### config.mk
export PLATFORM = sky130hd
export DESIGN_NAME = adc_capture
export DESIGN_NICKNAME = d
export VERILOG_FILES = /design/src/rtl/encoder_fec_pkg.sv /design/src/rtl/adc_spi_shifter.sv /design/src/rtl/adc_capture.sv
export SDC_FILE = /design/constraint.sdc
export NUM_CORES = 1
export LEC_CHECK = 0
export BUFFER_PORTS_ARGS = -buffer_cell sky130_fd_sc_hd__buf_2
export CORE_ASPECT_RATIO = 0.6
export CORE_MARGIN = 2
export CORE_UTILIZATION = 40
export DETAILED_ROUTE_END_ITERATION = 6
export PLACE_DENSITY = 0.64
export SYNTH_ARGS = -nofsm -noshare
export SYNTH_HDL_FRONTEND = slang
export SYNTH_HIERARCHICAL = 1
export SYNTH_SLANG_ARGS = --single-unit
### constraint.sdc
create_clock -name clk -period 1.8 [get_ports clk]
set_input_delay 0.27 -clock clk [delete_from_list [all_inputs] [get_ports clk]]
set_output_delay 0.27 -clock clk [all_outputs]
set_load 0.005 [all_outputs]
### src/rtl/encoder_fec_pkg.sv
// Shared types for the encoder_fec datapath, including the adc_capture front end.
// message_data_t is the payload handed to encoder_fec; adc_capture truncates samples to it.
package encoder_fec_pkg;

  localparam int MSG_DATA_W = 8;

  typedef logic [MSG_DATA_W-1:0] message_data_t;

  typedef enum logic [1:0] {
    IDLE      = 2'd0,
    CONVERT   = 2'd1,
    HANDSHAKE = 2'd2,
    RELEASE   = 2'd3
  } adc_capture_state_t;

  localparam int ADC_BITS_DEFAULT          = 12;
  localparam int ADC_SAMPLE_PERIOD_DEFAULT = 1000;
  localparam int ADC_CLK_DIV_DEFAULT       = 4;

  // Bits needed for a counter that must hold the value n (never less than 1).
  function automatic int cnt_width(input int n);
    return (n < 1) ? 1 : $clog2(n + 1);
  endfunction

endpackage

### src/rtl/adc_spi_shifter.sv
// SPI master for one ADC conversion: drives cs_n/sclk, shifts miso MSB first on sclk rise.
// done pulses in the cycle that issues the final sclk falling edge.
module adc_spi_shifter
  import encoder_fec_pkg::*;
#(
  parameter int CLK_DIV  = ADC_CLK_DIV_DEFAULT,
  parameter int ADC_BITS = ADC_BITS_DEFAULT
) (
  input  logic                clk,
  input  logic                rst_n,
  input  logic                start,
  input  logic                miso,
  output logic                sclk,
  output logic                cs_n,
  output logic                done,
  output logic [ADC_BITS-1:0] sample
);

  localparam int DIV_W = cnt_width(CLK_DIV);
  localparam int BIT_W = cnt_width(ADC_BITS);

  logic                r_active;
  logic                r_sclk;
  logic                r_cs_n;
  logic [DIV_W-1:0]    r_div;
  logic [BIT_W-1:0]    r_bit;
  logic [ADC_BITS-1:0] r_sample;
  logic                w_half_end;
  logic                w_last_bit;

  assign w_half_end = r_active && (r_div == DIV_W'(CLK_DIV - 1));
  assign w_last_bit = (r_bit == BIT_W'(ADC_BITS - 1));

  always_ff @(posedge clk or negedge rst_n) begin
    if (!rst_n) begin
      r_active <= 1'b0;
      r_sclk   <= 1'b0;
      r_cs_n   <= 1'b1;
      r_div    <= '0;
      r_bit    <= '0;
      r_sample <= '0;
    end else if (start && !r_active) begin
      r_active <= 1'b1;
      r_cs_n   <= 1'b0;
      r_sclk   <= 1'b0;
      r_div    <= '0;
      r_bit    <= '0;
    end else if (r_active) begin
      if (w_half_end) begin
        r_div <= '0;
        if (!r_sclk) begin
          r_sclk   <= 1'b1;
          r_sample <= {r_sample[ADC_BITS-2:0], miso};
        end else begin
          r_sclk <= 1'b0;
          // The final falling edge also releases chip select.
          if (w_last_bit) begin
            r_active <= 1'b0;
            r_cs_n   <= 1'b1;
          end else begin
            r_bit <= r_bit + BIT_W'(1);
          end
        end
      end else begin
        r_div <= r_div + DIV_W'(1);
      end
    end
  end

  assign done   = w_half_end && r_sclk && w_last_bit;
  assign sclk   = r_sclk;
  assign cs_n   = r_cs_n;
  assign sample = r_sample;

endmodule

### src/rtl/adc_capture.sv
// Periodic SPI ADC capture feeding encoder_fec through a four-phase req/ack handshake.
// Define ADC_CAPTURE_OVERRUN_EN to add the saturating overrun_cnt port for dropped ticks.
module adc_capture
  import encoder_fec_pkg::*;
#(
  parameter int CLK_DIV       = ADC_CLK_DIV_DEFAULT,
  parameter int ADC_BITS      = ADC_BITS_DEFAULT,
  parameter int SAMPLE_PERIOD = ADC_SAMPLE_PERIOD_DEFAULT,
  parameter int MSG_W         = $bits(message_data_t)
) (
  input  logic             clk,
  input  logic             rst_n,
  input  logic             en,
  output logic             sclk,
  output logic             cs_n,
  input  logic             miso,
  output logic             req,
  input  logic             ack,
  output logic [MSG_W-1:0] data_out,
  output logic             busy
`ifdef ADC_CAPTURE_OVERRUN_EN
  ,
  output logic [15:0]      overrun_cnt
`endif
);

  localparam int TMR_W = cnt_width(SAMPLE_PERIOD - 1);

  logic [TMR_W-1:0]    r_timer;
  logic                r_tick;
  adc_capture_state_t  r_state;
  adc_capture_state_t  w_state_next;
  logic                w_start;
  logic                w_done;
  logic [ADC_BITS-1:0] w_sample;
  logic [MSG_W-1:0]    r_data;

  // Tick is registered so it lands exactly SAMPLE_PERIOD cycles after en rises.
  always_ff @(posedge clk or negedge rst_n) begin
    if (!rst_n) begin
      r_timer <= '0;
      r_tick  <= 1'b0;
    end else if (!en) begin
      r_timer <= '0;
      r_tick  <= 1'b0;
    end else if (r_timer == TMR_W'(SAMPLE_PERIOD - 1)) begin
      r_timer <= '0;
      r_tick  <= 1'b1;
    end else begin
      r_timer <= r_timer + TMR_W'(1);
      r_tick  <= 1'b0;
    end
  end

  always_ff @(posedge clk or negedge rst_n) begin
    if (!rst_n) begin
      r_state <= IDLE;
    end else begin
      r_state <= w_state_next;
    end
  end

  always_comb begin
    w_state_next = r_state;
    w_start      = 1'b0;
    case (r_state)
      IDLE: begin
        if (r_tick) begin
          w_start      = 1'b1;
          w_state_next = CONVERT;
        end
      end
      CONVERT: begin
        if (w_done) w_state_next = HANDSHAKE;
      end
      HANDSHAKE: begin
        if (ack) w_state_next = RELEASE;
      end
      RELEASE: begin
        if (!ack) w_state_next = IDLE;
      end
      default: w_state_next = IDLE;
    endcase
  end

  adc_spi_shifter #(
    .CLK_DIV (CLK_DIV),
    .ADC_BITS(ADC_BITS)
  ) u_shifter (
    .clk   (clk),
    .rst_n (rst_n),
    .start (w_start),
    .miso  (miso),
    .sclk  (sclk),
    .cs_n  (cs_n),
    .done  (w_done),
    .sample(w_sample)
  );

  always_ff @(posedge clk or negedge rst_n) begin
    if (!rst_n) begin
      r_data <= '0;
    end else if (w_done) begin
      r_data <= w_sample[ADC_BITS-1 -: MSG_W];
    end
  end

  // Low-order conversion bits are truncated away.
  generate
    if (ADC_BITS > MSG_W) begin : g_lsb_drop
      logic w_unused_lsbs;
      assign w_unused_lsbs = ^w_sample[ADC_BITS-MSG_W-1:0];
    end
  endgenerate

  assign req      = (r_state == HANDSHAKE);
  assign busy     = (r_state != IDLE);
  assign data_out = r_data;

`ifdef ADC_CAPTURE_OVERRUN_EN
  logic [15:0] r_overrun;
  logic        w_drop;

  assign w_drop = r_tick && (r_state != IDLE);

  always_ff @(posedge clk or negedge rst_n) begin
    if (!rst_n) begin
      r_overrun <= '0;
    end else if (w_drop && (r_overrun != 16'hFFFF)) begin
      r_overrun <= r_overrun + 16'd1;
    end
  end

  assign overrun_cnt = r_overrun;
`endif

endmodule

==> results_tabular.tex, run 1 <==
\begin{tabular}{lr}
\hline
Metric & Value \\
\hline
\multicolumn{2}{l}{\textbf{Run status}} \\
Outcome & complete, no violations \\
\multicolumn{2}{l}{\textbf{GRT}} \\
Total grt overflow & 0 \\
Via count of the first global-routing pass & 1250 \\
Global-route wire length before repair & 5850 um \\
Pin count of the biggest net entering global routing & 21 \\
Number of antenna violations at the first check in global routing & 0 \\
Overall global routing resource usage & 14.2\% \\
\multicolumn{2}{l}{\textbf{Worst setup path}} \\
Critical path's largest stage delay & 400 ps \\
Data arrival time of the critical path & 1860 ps \\
Cells traversed along the worst timing path & ha\_1 -> nand3b\_1 -> nor2\_2 -> o221ai\_1 -> a21oi\_2 -> mux2\_2 \\
Worst reg-to-reg path cell count & 6 \\
Category of the worst setup path capture point & register \\
Slowest cell on crit path & sky130\_fd\_sc\_hd\_\_dfrtp\_1 \\
FF-to-FF setup slack & 120 ps \\
Required time of the worst setup path & 1980 ps \\
Nature of the critical path startpoint & register \\
Critical path peak fanout & 3 \\
Reg-to-Reg Start & u\_shifter/r\_bit[0] \\
End of the worst register-to-register path & r\_state[1] \\
Worst Path Class, Setup & register to register \\
\multicolumn{2}{l}{\textbf{Job}} \\
Max Cap Violations & 0 \\
\multicolumn{2}{l}{\textbf{Power}} \\
Power density of the placed cells & 1130 mW/mm2 \\
Leakage component of the power & 1.14 nW \\
Tot Pwr & 2.61 mW \\
Largest vdd supply drop & 0.449 mV \\
\multicolumn{2}{l}{\textbf{Detailed routing}} \\
DRC violations left & 0 \\
Total iterations of the first detailed-routing run & 4 \\
Initial DRC count & 27 \\
Via total after detailed routing & 1288 \\
Detail-routed net length per standard cell & 13.8 um \\
Wirelength, routed & 3430 um \\
Number of routed nets with antenna violations & 0 \\
Via-to-Cell Ratio & 5.17 \\
\multicolumn{2}{l}{\textbf{STA}} \\
Summed negative setup slack over all endpoints & 0 ps \\
Setup repair after global routing missed its margin & false \\
Final-report hold violation count & 0 \\
Setup Viol. Count Final & 0 \\
Transition time of the tightest slew-check pin & 451 ps \\
Worst hold slack & 209 ps \\
Tmin final & 1680 ps \\
Setup ws final & 123 ps \\
Setup clock skew after layout & 4.79 ps \\
Final Cycle Share & 93.2\% \\
Max Freq & 0.596 GHz \\
Final Max Tran Viols & 0 \\
Headroom to the max-slew limit & 69.9\% \\
\multicolumn{2}{l}{\textbf{Worst hold path}} \\
Min-delay worst type & input pin to register \\
Cell depth of the worst hold path & 2 \\
Hold path endpoint & u\_shifter/sample[0] \\
Min-Delay Startpoint & miso \\
\multicolumn{2}{l}{\textbf{Synthesis}} \\
Synthesis warning total & 6 \\
Fraction of the yosys area taken by sequential cells & 54.5\% \\
Commonest register cell after synthesis & sky130\_fd\_sc\_hd\_\_dfrtp\_1 \\
Mean area per synthesized cell & 12.8 um2 \\
Cell Area, Synth & 0.00198 mm2 \\
Synthesis-stage register bit count & 43 \\
Post-synth cell types & 43 \\
Number of synthesized flops with an enable pin & 0 \\
Net Count, Synth & 168 \\
Post-Syn Instances & 155 \\
Async set-reset flop share out of synthesis & 100\% \\
\multicolumn{2}{l}{\textbf{Die}} \\
Floorplan core area & 0.00466 mm2 \\
Placement row count & 19 \\
I/O Pins & 17 \\
Die footprint & 0.00554 mm2 \\
Chip height & 58.5 um \\
Die Wd & 94.8 um \\
Starting Density & 42.5\% \\
\multicolumn{2}{l}{\textbf{Layout}} \\
Net count reported at finish & 198 \\
Post-Layout Inst Area & 0.00232 mm2 \\
Fraction of layout cells with a size suffix above 1 & 33.9\% \\
Non-filler instance count after layout & 249 \\
Final core utilization & 49.8\% \\
Area added between synthesis and finish & 17.2\% \\
Final antenna diode count & 0 \\
\multicolumn{2}{l}{\textbf{Placed design}} \\
Instance count after placement with tap cells included & 239 \\
Last weighted congestion value of the routability-driven placer & 0.815 \\
Setup Slack @ Placement & 121 ps \\
Post-Place Cell Area & 0.00218 mm2 \\
DP HPWL & 2520 um \\
Number of port buffers & 16 \\
\multicolumn{2}{l}{\textbf{Clock tree}} \\
Clock transition time at the flip-flop clock pins of the worst setup and hold paths & 80 ps \\
Latest clock arrival within the worst-skew pair & 290 ps \\
CTS sink count & 43 \\
Number of H-tree levels & 2 \\
Clock root buffer & sky130\_fd\_sc\_hd\_\_clkbuf\_8 \\
Maximum root-to-sink buffer count & 2 \\
Number of buffers added by the clock tree synthesis step & 5 \\
Clock tree from TritonCTS & done \\
\hline
\end{tabular}
metal layers:
layer	global-route usage [%]	up-vias	wire length, um
met5	0	-	0
met4	6.63	0	51
met3	4.23	5	126
met2	21.5	17	1620
met1	18.9	651	1630
li1	-	615	-
logic make-up after synthesis:
kind of cell             Yosys count  share of synthesized area [%]
multiplexers                      23                           14.9
XOR/XNOR                           5                           2.21
adder cells (fa/ha/maj)            8                           5.06
flip-flops                        43                           54.5
buffers and inverters             12                           3.23
AO/OA/AOI/OAI                     17                           6.33
AND/OR/NAND/NOR                   47                           13.9
cell usage after synthesis (3+ instances only):
master                     count  area, um2
sky130_fd_sc_hd__o211ai_1      3       22.5
sky130_fd_sc_hd__xnor2_1       3       26.3
sky130_fd_sc_hd__nand3b_1      4       30.0
sky130_fd_sc_hd__mux2_4       10        150
sky130_fd_sc_hd__nand3_1       6       30.0
sky130_fd_sc_hd__dfrtp_1      42       1050
sky130_fd_sc_hd__inv_1         9       33.8
sky130_fd_sc_hd__nand4_1       3       18.8
sky130_fd_sc_hd__a21oi_1       4       20.0
sky130_fd_sc_hd__ha_1          8        100
sky130_fd_sc_hd__nand2_1       9       33.8
sky130_fd_sc_hd__mux2_2       11        124
sky130_fd_sc_hd__nor2_1        9       33.8
where the power goes:
group / switching [mW] / total, mW / internal [mW] / leakage, nW
Combinational: 0.278 / 0.619 / 0.341 / 0.501
Sequential: 0.116 / 1.22 / 1.11 / 0.574
Clock: 0.317 / 0.765 / 0.449 / 0.0612
Total: 0.711 / 2.61 / 1.90 / 1.14
area by class of cell:
class                      count  area (um2)
inverter                      10        38.8
timing repair buffer          25         163
clock inverter                 2        35.0
tap                           63        78.8
sequential                    43        1080
clock buffer                   6        82.6
fill                         418        2340
multi-input combinational    100         843
placed cells by master (no fill, tap or decap), types with 2 or more instances in the layout:
cell / count
sky130_fd_sc_hd__mux2_2: 11
sky130_fd_sc_hd__nand3b_1: 4
sky130_fd_sc_hd__nand2b_1: 2
sky130_fd_sc_hd__mux2_4: 10
sky130_fd_sc_hd__xor2_1: 2
sky130_fd_sc_hd__clkbuf_8: 6
sky130_fd_sc_hd__nand3_1: 6
sky130_fd_sc_hd__nand4_1: 3
sky130_fd_sc_hd__ha_1: 8
sky130_fd_sc_hd__nand2_1: 9
sky130_fd_sc_hd__inv_1: 9
sky130_fd_sc_hd__buf_4: 7
sky130_fd_sc_hd__o211ai_1: 3
sky130_fd_sc_hd__a21oi_1: 3
sky130_fd_sc_hd__mux2i_1: 2
sky130_fd_sc_hd__dfrtp_1: 42
sky130_fd_sc_hd__nor2_1: 8
sky130_fd_sc_hd__xnor2_1: 3
sky130_fd_sc_hd__nor3_1: 2
sky130_fd_sc_hd__buf_2: 16
state kept, by name (all words and copies together), names as in the netlist:
name and count:
r_state 2, u_shifter/cs_n 1, u_shifter/r_bit 4, u_shifter/r_active 1, u_shifter/r_div 3, r_tick 1
u_shifter/sample 12, data_out 8, u_shifter/sclk 1, r_timer 10
what timing repair did:
item | 4_1_cts | 5_1_grt
setup endpoints to repair | 0 | 1
buffers inserted | 0 | 1
hold buffers | 1 | 0
resized for setup | 0 | 1
endpoints found under the hold margin | 17 | 0
how the worst max path moves through the flow:
stage / from / slack [ps] / to
finish: u_shifter/r_bit[0] / 120 / r_state[1]
global route: u_shifter/r_div[0] / 8 / r_state[1]
CTS: u_shifter/r_bit[0] / 100 / r_state[1]
detailed placement: u_shifter/r_bit[0] / 120 / r_state[1]
global placement: u_shifter/r_div[0] / 170 / r_state[1]
floorplan: u_shifter/r_div[0] / 4 / r_state[1]
worst max-delay path, delay by kind of cell, from the launching register on:
kind / cells / cell delay [ps]
AO/OA/AOI/OAI: 2 / 330
adder cells (fa/ha/maj): 1 / 200
flip-flops: 1 / 400
multiplexers: 1 / 340
AND/OR/NAND/NOR: 2 / 300
Power figures use the tool's default switching activity.
==> run 2: changes to the inputs <==
ABC_AREA = 1   (was not set)
MAX_ROUTING_LAYER = met4   (was not set)
==> run 2 against run 1 <==
Sequential cell count did not move. Global-route usage grew 1.6 points. Combinational power is 2% lower. Synthesized cell count rose by 42%. Fmax about the same. Hold slack improved by 10 ps. Wire length increased by 5.7%. Non-clock buffer count fell by 4. Via count up 13%. Cell count rose by 24%. Largest cell class unchanged.
==> results_tabular.tex, run 2 <==
\begin{tabular}{lr}
\hline
Metric & Value \\
\hline
\multicolumn{2}{l}{\textbf{Run status}} \\
Outcome & complete, no violations \\
\multicolumn{2}{l}{\textbf{Clock tree}} \\
Number of H-tree levels & 2 (unchanged) \\
Clock transition time at the flip-flop clock pins of the worst setup and hold paths & 80 ps (about the same) \\
Clock root buffer & sky130\_fd\_sc\_hd\_\_clkbuf\_8 \\
Number of buffers added by the clock tree synthesis step & 5 (unchanged) \\
Buffer count from post-CTS setup fixing & 0 (unchanged) \\
Latest clock arrival within the worst-skew pair & 290 ps (about the same) \\
CTS sink count & 43 (unchanged) \\
Clock tree from TritonCTS & done \\
Maximum root-to-sink buffer count & 2 (unchanged) \\
\multicolumn{2}{l}{\textbf{Layout}} \\
Most used cells in the layout excluding fill and tap cells & sky130\_fd\_sc\_hd\_\_nand2\_1 (54), sky130\_fd\_sc\_hd\_\_dfrtp\_1 (42), sky130\_fd\_sc\_hd\_\_nand3\_1 (27) \\
Final core utilization & 48.7\% (-1.0 points) \\
Reg area & 0.00108 mm2 (unchanged) \\
Post-Layout Inst Area & 0.00229 mm2 (-1.1\%) \\
Area occupied by multi-input gates & 817 um2 (-3.1\%) \\
Most common library cell in the layout ignoring fill and taps & sky130\_fd\_sc\_hd\_\_nand2\_1 \\
Final antenna diode count & 0 (unchanged) \\
Fraction of layout cells with a size suffix above 1 & 19.6\% (-14 points) \\
Number of flip-flops under the largest register name & 12 (unchanged) \\
Area added between synthesis and finish & 13.7\% \\
Number of fill cells in the layout & 449 (+7.4\%) \\
Net count reported at finish & 257 (+30\%) \\
\multicolumn{2}{l}{\textbf{Worst hold path}} \\
Cell depth of the worst hold path & 3 (+1) \\
Min-Delay Startpoint & miso \\
Min-delay worst type & input pin to register \\
Hold path endpoint & u\_shifter/sample[0] \\
\multicolumn{2}{l}{\textbf{Synthesis}} \\
Synthesis warning total & 6 (unchanged) \\
Post-Syn Instances & 220 (+42\%) \\
Top cells by area in the synthesized netlist & sky130\_fd\_sc\_hd\_\_dfrtp\_1 (52\%), sky130\_fd\_sc\_hd\_\_nand2\_1 (10\%), sky130\_fd\_sc\_hd\_\_nand3\_1 (6.7\%) \\
Synth top cells by count & sky130\_fd\_sc\_hd\_\_nand2\_1 (54), sky130\_fd\_sc\_hd\_\_dfrtp\_1 (42), sky130\_fd\_sc\_hd\_\_nand3\_1 (27) \\
Fraction of post-synthesis cell area in the top cell type by area & 52.1\% (-1.0 points) \\
Mean area per synthesized cell & 9.17 um2 (-28\%) \\
Fraction of the yosys area taken by sequential cells & 53.4\% (-1.0 points) \\
Async set-reset flop share out of synthesis & 100\% (unchanged) \\
Net Count, Synth & 233 (+39\%) \\
Cell type with the largest total area after synthesis & sky130\_fd\_sc\_hd\_\_dfrtp\_1 \\
Post-synth cell types & 27 (-37\%) \\
Commonest register cell after synthesis & sky130\_fd\_sc\_hd\_\_dfrtp\_1 \\
Cell Area, Synth & 0.00202 mm2 (+2.0\%) \\
Count leader, synth & sky130\_fd\_sc\_hd\_\_nand2\_1 \\
Number of synthesized flops with an enable pin & 0 (unchanged) \\
Synthesis-stage register bit count & 43 (unchanged) \\
\multicolumn{2}{l}{\textbf{STA}} \\
Final Cycle Share & 93.2\% (about the same) \\
Transition time of the tightest slew-check pin & 442 ps (-9.06 ps) \\
Setup repair after global routing missed its margin & false \\
Tmin final & 1680 ps (+0.335 ps) \\
Setup clock skew after layout & 4.54 ps (-0.250 ps) \\
Headroom to the max-slew limit & 70.5\% (+0.60 points) \\
Summed negative setup slack over all endpoints & 0 ps (unchanged) \\
Final-report hold violation count & 0 (unchanged) \\
Setup Viol. Count Final & 0 (unchanged) \\
Final Max Tran Viols & 0 (unchanged) \\
Max Freq & 0.596 GHz (about the same) \\
\multicolumn{2}{l}{\textbf{GRT}} \\
Global routing usage on met1 & 23.2\% (+4.2 points) \\
Grt met3 use & 4.71\% (+0.48 points) \\
Met2 Use GR & 20.6\% (-0.90 points) \\
Via count of the first global-routing pass & 1386 (+11\%) \\
Global-route wire length before repair & 6470 um (+11\%) \\
Number of antenna violations at the first check in global routing & 0 (unchanged) \\
Pin count of the biggest net entering global routing & 26 (+24\%) \\
Total grt overflow & 0 (unchanged) \\
Peak-usage layer in the global routing report & met1 \\
Overall global routing resource usage & 15.8\% (+1.6 points) \\
\multicolumn{2}{l}{\textbf{Power}} \\
Power density of the placed cells & 1090 mW/mm2 (-3.2\%) \\
Tot Pwr & 2.50 mW (-4.2\%) \\
Leakage component of the power & 1.24 nW (+9.2\%) \\
Largest vdd supply drop & 0.483 mV (+7.7\%) \\
\multicolumn{2}{l}{\textbf{Placed design}} \\
Post-Place Cell Area & 0.00220 mm2 (+0.92\%) \\
DP HPWL & 2660 um (+5.8\%) \\
Number of port buffers & 16 (unchanged) \\
Last weighted congestion value of the routability-driven placer & 0.845 (+3.6\%) \\
\multicolumn{2}{l}{\textbf{Detailed routing}} \\
Wirelength, routed & 3620 um (+5.7\%) \\
DRC violations left & 0 (unchanged) \\
Number of routed nets with antenna violations & 0 (unchanged) \\
Via-to-Cell Ratio & 4.71 (-9.0\%) \\
Via total after detailed routing & 1450 (+13\%) \\
Detail-routed net length per standard cell & 11.8 um (-15\%) \\
Initial DRC count & 98 (+260\%) \\
Total iterations of the first detailed-routing run & 4 (unchanged) \\
\multicolumn{2}{l}{\textbf{Worst setup path}} \\
Cells traversed along the worst timing path & ha\_1 -> nand3\_1 -> nor2\_2 -> nand2\_1 -> inv\_1 -> buf\_12 -> mux2\_2 \\
Nature of the critical path startpoint & register \\
Critical path peak fanout & 8 (+5) \\
WP buf/inv & 2 (+2) \\
Data arrival time of the critical path & 1850 ps (about the same) \\
FF-to-FF setup slack & 120 ps (about the same) \\
Reg-to-Reg Start & u\_shifter/r\_div[0] \\
Slowest cell on crit path & sky130\_fd\_sc\_hd\_\_dfrtp\_1 \\
Required time of the worst setup path & 1970 ps (about the same) \\
Category of cells accounting for the largest share of critical-path delay & flip-flops \\
Worst Path Class, Setup & register to register \\
Worst reg-to-reg path cell count & 7 (+1) \\
End of the worst register-to-register path & data\_out[1] \\
Category of the worst setup path capture point & register \\
Critical path's largest stage delay & 380 ps (-20 ps) \\
\multicolumn{2}{l}{\textbf{Job}} \\
Max Cap Violations & 0 (unchanged) \\
\multicolumn{2}{l}{\textbf{Die}} \\
Die Wd & 95.7 um (+0.93\%) \\
Chip height & 59.0 um (+0.91\%) \\
I/O Pins & 17 (unchanged) \\
Floorplan core area & 0.00471 mm2 (+1.0\%) \\
Placement row count & 19 (unchanged) \\
Die footprint & 0.00565 mm2 (+1.9\%) \\
Starting Density & 42.8\% (+0.40 points) \\
\hline
\end{tabular}
[run 2: metal layers]
| metal | wire length [um] | vias up |
|---|---|---|
| met2 | 1410 | 18 |
| met4 | 42 | 0 |
| li1 | - | 748 |
| met1 | 2030 | 680 |
| met5 | 0 | - |
| met3 | 140 | 4 |
[run 2: tightest hold or removal path, stage by stage]
cell	delay, ps
sky130_fd_sc_hd__buf_2	70
sky130_fd_sc_hd__nand3_1	60
sky130_fd_sc_hd__nand2_1	70
[run 2: final cells by class]
cell class,count,share of cell area [%]
multi-input cells,148,35.6
well taps,63,3.44
inverters,25,4.09
clock buffers,7,3.33
clock inverters,1,0.218
flip-flops and latches,43,47.0
repair buffers,21,6.33
[run 2: worst max-delay path by stage]
| stage | start | end | slack (ps) | cells after the start |
|---|---|---|---|---|
| final | u_shifter/r_div[0] | data_out[1] | 120 | 7 |
| after CTS | u_shifter/r_div[0] | data_out[1] | 70 | 7 |
| after detailed placement | u_shifter/r_div[0] | data_out[1] | 80 | 7 |
| after floorplan | u_shifter/r_bit[0] | r_state[0] | 220 | 10 |
| after global routing | u_shifter/r_bit[0] | r_state[1] | 2 | 9 |
| after global placement | u_shifter/r_div[0] | data_out[7] | 160 | 7 |
[run 2: power breakdown]
| part | internal, mW | switching [mW] | leakage, nW |
|---|---|---|---|
| logic | 0.243 | 0.364 | 0.627 |
| clock network | 0.272 | 0.307 | 0.0422 |
| registers | 1.16 | 0.155 | 0.572 |
[run 2: metrics by stage]
stage                     hold WS (ps)  worst slack [ps]  instances
final                              219               123        308
after global routing               235              2.24        308
after CTS                          218              71.4        308
after detailed placement           241              82.4        299
after global placement             236               159        299
after floorplan                  -25.6               218        220
[run 2: cell families (layout without fill, tap and decap cells)]
kind of cell | count (synthesis) | count (layout) | share of synthesized area, %
AOI/OAI and AO/OA | 12 | 12 | 3.29
xor gates and xnor gates | 2 | 2 | 0.869
adders and majority gates | 8 | 8 | 4.96
buffers and inverters | 29 | 54 | 6.20
DFF | 43 | 43 | 53.4
muxes | 8 | 8 | 4.47
and+or+nand+nor | 118 | 118 | 26.8
[run 2: timing repair]
| item | in CTS | in global routing |
|---|---|---|
| hold endpoints to repair | 18 | 0 |
| endpoints found under the setup margin | 0 | 7 |
| hold buffers | 1 | 0 |
| resized for setup | 0 | 1 |
==> run 3: changes to the inputs <==
BUFFER_PORTS_ARGS = -buffer_cell sky130_fd_sc_hd__clkbuf_2   (was -buffer_cell sky130_fd_sc_hd__buf_2)
CAP_MARGIN = 40   (was not set)
SYNTH_HIERARCHICAL = not set   (was 1)
==> run 3 against run 2 <==
Hold slack got worse by 180 ps. Critical path depth rose by 1. Via count down 5.3%. Fmax grew 8.8%. Sequential cell count did not move. Area after synthesis down 1.6%. Sequential power barely moved. Cell count shrank 2.6%. Setup slack improved by 140 ps. Sequential share of layout area up 0.65 points. First-iteration DRC count rose by 35%. Register-to-register slack gained 140 ps. Critical path type unchanged.
==> results_tabular.tex, run 3 <==
\begin{tabular}{lr}
\hline
Metric & Value \\
\hline
\multicolumn{2}{l}{\textbf{Synthesis}} \\
Xor and xnor area share after synthesis & 1.77\% (+0.90 points) \\
Dominant combinational cell family by area after synthesis & simple AND/OR/NAND/NOR gates \\
Async set-reset flop share out of synthesis & 100\% (unchanged) \\
Portion of netlist area occupied by mux cells & 2.84\% (-1.6 points) \\
Net Count, Synth & 225 (-3.4\%) \\
Cell type with the largest total area after synthesis & sky130\_fd\_sc\_hd\_\_dfrtp\_1 \\
Cell Area, Synth & 0.00198 mm2 (-1.6\%) \\
Top cells by area in the synthesized netlist & sky130\_fd\_sc\_hd\_\_dfrtp\_1 (53\%), sky130\_fd\_sc\_hd\_\_nand2\_1 (8.7\%), sky130\_fd\_sc\_hd\_\_inv\_1 (5.1\%) \\
Synthesis-stage register bit count & 43 (unchanged) \\
Synthesis warning total & 0 (-6) \\
Post-Syn Instances & 212 (-3.6\%) \\
Commonest register cell after synthesis & sky130\_fd\_sc\_hd\_\_dfrtp\_1 \\
Adder-Cell Fraction of Synth Area & 5.04\% (+0.081 points) \\
Synth top cells by count & sky130\_fd\_sc\_hd\_\_nand2\_1 (46), sky130\_fd\_sc\_hd\_\_dfrtp\_1 (42), sky130\_fd\_sc\_hd\_\_inv\_1 (27) \\
Post-synth cell types & 27 (unchanged) \\
Mean area per synthesized cell & 9.36 um2 (+2.1\%) \\
Count leader, synth & sky130\_fd\_sc\_hd\_\_nand2\_1 \\
Compound-Gate Fraction of Synth Area & 7.76\% (+4.5 points) \\
Fraction of post-synthesis cell area in the top cell type by area & 53.0\% (+0.85 points) \\
Share of synthesized cell area in and, or, nand and nor gates & 22.1\% (-4.7 points) \\
Number of synthesized flops with an enable pin & 0 (unchanged) \\
Fraction of the yosys area taken by sequential cells & 54.3\% (+0.88 points) \\
\multicolumn{2}{l}{\textbf{Detailed routing}} \\
Number of routed nets with antenna violations & 0 (unchanged) \\
Via total after detailed routing & 1373 (-5.3\%) \\
Wirelength, routed & 3460 um (-4.4\%) \\
Highest routed layer & met4 \\
DRC violations left & 0 (unchanged) \\
Wire length on met1 & 2030 um (+0.20\%) \\
Via-to-Cell Ratio & 4.58 (-2.8\%) \\
Sum of met2 wire segment lengths after detailed routing & 1220 um (-14\%) \\
Detail Route met3 WL & 171 um (+22\%) \\
Total iterations of the first detailed-routing run & 4 (unchanged) \\
Detail-routed net length per standard cell & 11.5 um (-1.8\%) \\
Initial DRC count & 132 (+35\%) \\
\multicolumn{2}{l}{\textbf{Worst setup path}} \\
Reg-to-Reg Start & u\_shifter.r\_bit[0] \\
Required time of the worst setup path & 1980 ps (about the same) \\
Launch point of the critical path & u\_shifter.r\_bit[0] \\
Worst reg-to-reg path cell count & 8 (+1) \\
Data arrival time of the critical path & 1730 ps (-120 ps) \\
Worst Path Class, Setup & register to register \\
Nature of the critical path startpoint & register \\
Category of the worst setup path capture point & register \\
Critical path peak fanout & 9 (+1) \\
\multicolumn{2}{l}{\textbf{Clock tree}} \\
Clock tree from TritonCTS & done \\
Number of buffers added by the clock tree synthesis step & 5 (unchanged) \\
Latest clock arrival within the worst-skew pair & 290 ps (about the same) \\
Maximum root-to-sink buffer count & 2 (unchanged) \\
Number of H-tree levels & 2 (unchanged) \\
Post-cts repair resize count & 0 (unchanged) \\
CTS Hold Bufs & 0 (-1) \\
Clock root buffer & sky130\_fd\_sc\_hd\_\_clkbuf\_8 \\
Buffer count from post-CTS setup fixing & 0 (unchanged) \\
CTS sink count & 43 (unchanged) \\
Clock transition time at the flip-flop clock pins of the worst setup and hold paths & 80 ps (about the same) \\
\multicolumn{2}{l}{\textbf{STA}} \\
Final Cycle Share & 85.7\% (-7.5 points) \\
Setup repair after global routing missed its margin & false \\
Max Freq & 0.649 GHz (+8.8\%) \\
Final Max Tran Viols & 0 (unchanged) \\
Tmin final & 1540 ps (-136 ps) \\
Transition time of the tightest slew-check pin & 532 ps (+90.5 ps) \\
Headroom to the max-slew limit & 64.5\% (-6.0 points) \\
Setup Viol. Count Final & 0 (unchanged) \\
Summed negative setup slack over all endpoints & 0 ps (unchanged) \\
Setup clock skew after layout & 5.02 ps (+0.472 ps) \\
Final-report hold violation count & 0 (unchanged) \\
\multicolumn{2}{l}{\textbf{Worst hold path}} \\
Min-delay worst type & input pin to async pin \\
\multicolumn{2}{l}{\textbf{Layout}} \\
Area occupied by multi-input gates & 791 um2 (-3.2\%) \\
Area added between synthesis and finish & 14.0\% \\
Reg area & 0.00108 mm2 (unchanged) \\
Post-Layout Inst Area & 0.00226 mm2 (-1.4\%) \\
Number of fill cells in the layout & 437 (-2.7\%) \\
Number of flip-flops under the largest register name & 12 (unchanged) \\
Net count reported at finish & 249 (-3.1\%) \\
Fraction of layout cells with a size suffix above 1 & 20.3\% (+0.66 points) \\
Most used cells in the layout excluding fill and tap cells & sky130\_fd\_sc\_hd\_\_nand2\_1 (46), sky130\_fd\_sc\_hd\_\_dfrtp\_1 (42), sky130\_fd\_sc\_hd\_\_inv\_1 (27) \\
Most common library cell in the layout ignoring fill and taps & sky130\_fd\_sc\_hd\_\_nand2\_1 \\
Final antenna diode count & 0 (unchanged) \\
\multicolumn{2}{l}{\textbf{Power}} \\
Tot Pwr & 2.59 mW (+3.8\%) \\
Power density of the placed cells & 1150 mW/mm2 (+5.2\%) \\
Leakage component of the power & 1.17 nW (-6.0\%) \\
Largest vdd supply drop & 0.373 mV (-23\%) \\
\multicolumn{2}{l}{\textbf{Die}} \\
Floorplan core area & 0.00468 mm2 (-0.50\%) \\
Die Wd & 94.9 um (-0.77\%) \\
Starting Density & 42.4\% (-0.48 points) \\
Die footprint & 0.00556 mm2 (-1.5\%) \\
I/O Pins & 17 (unchanged) \\
Placement row count & 19 (unchanged) \\
Chip height & 58.6 um (-0.75\%) \\
\multicolumn{2}{l}{\textbf{GRT}} \\
Overall global routing resource usage & 15.2\% (-0.62 points) \\
Number of antenna violations at the first check in global routing & 0 (unchanged) \\
Total grt overflow & 0 (unchanged) \\
Pin count of the biggest net entering global routing & 44 (+69\%) \\
Via count of the first global-routing pass & 1280 (-7.6\%) \\
Global-route wire length before repair & 6140 um (-5.1\%) \\
\multicolumn{2}{l}{\textbf{Job}} \\
Max Cap Violations & 0 (unchanged) \\
\multicolumn{2}{l}{\textbf{Placed design}} \\
DP HPWL & 2530 um (-4.9\%) \\
Post-Place Cell Area & 0.00215 mm2 (-2.2\%) \\
Number of port buffers & 16 (unchanged) \\
Last weighted congestion value of the routability-driven placer & 0.827 (-2.1\%) \\
\multicolumn{2}{l}{\textbf{Run status}} \\
Outcome & complete, no violations \\
\hline
\end{tabular}
[run 3: cell types whose count changed in the layout (fill, tap and decap cells not counted), sizes merged, moves of 4 or more]
cell / previous run / this run
buf: 20 / 4
clkbuf: 7 / 23
mux2: 8 / 4
nand2: 58 / 48
nand3: 28 / 19
nor2: 26 / 21
nor3: 1 / 5
o21ai: 4 / 15
[run 3: metal layers]
layer / up-vias / track usage [%]
met2: 28 / 18.0
met1: 616 / 23.7
met4: 0 / 4.97
met3: 4 / 4.74
li1: 725 / -
met5: - / -
[run 3: layout make-up]
| type | instances | share of cell area (%) |
|---|---|---|
| sequential | 43 | 47.6 |
| multi-input combinational | 139 | 35.0 |
| timing repair buffer | 20 | 4.87 |
| inverter | 27 | 4.48 |
| clock buffer | 7 | 4.26 |
| tap | 63 | 3.48 |
| clock inverter | 1 | 0.332 |
[run 3: cell families after synthesis]
logic type	count (synthesis)
AND/OR/NAND/NOR	99
flip-flops	43
buffers and inverters	30
AO/OA/AOI/OAI	24
adder cells (fa/ha/maj)	8
XOR/XNOR	4
multiplexers	4
[run 3: report_power, final]
| group | switching (mW) | leakage, nW | internal [mW] | total [mW] |
|---|---|---|---|---|
| Clock | 0.324 | 0.0505 | 0.349 | 0.673 |
| Combinational | 0.352 | 0.546 | 0.273 | 0.625 |
| Sequential | 0.142 | 0.570 | 1.15 | 1.30 |
[run 3: worst max-delay path: stages, from the launching register on]
cell,delay (ps)
sky130_fd_sc_hd__dfrtp_1,400
sky130_fd_sc_hd__ha_1,190
sky130_fd_sc_hd__nand2_1,80
sky130_fd_sc_hd__nor2_2,220
sky130_fd_sc_hd__nand3_4,180
sky130_fd_sc_hd__nand2_1,140
sky130_fd_sc_hd__nand3_1,110
sky130_fd_sc_hd__nand2_1,80
sky130_fd_sc_hd__nand2_1,50
[run 3: path summary, 6_finish.rpt]
| kind | slack [ps] | end |
|---|---|---|
| setup reg to reg | 260 | r_state[0] |
| min in group clk | 220 | u_shifter.sample[0] |
| max in group asynchronous | 1400 | r_state[0] |
| hold / removal | 40 | r_timer[5] |
| hold reg to reg | 480 | u_shifter.cs_n |
| setup / recovery | 260 | r_state[0] |
[run 3: stage by stage]
stage | utilization, % | instances | worst slack [ps] | hold slack, ps
3_3_place_gp | 45.9 | 292 | 299 | 381
5_1_grt | 48.3 | 300 | 64.8 | 82.5
6_report | 48.3 | 300 | 258 | 35.7
3_5_place_dp | 45.9 | 292 | 247 | 386
4_1_cts | 48.1 | 300 | 225 | 59.2
2_1_floorplan | - | 212 | 469 | -25.6
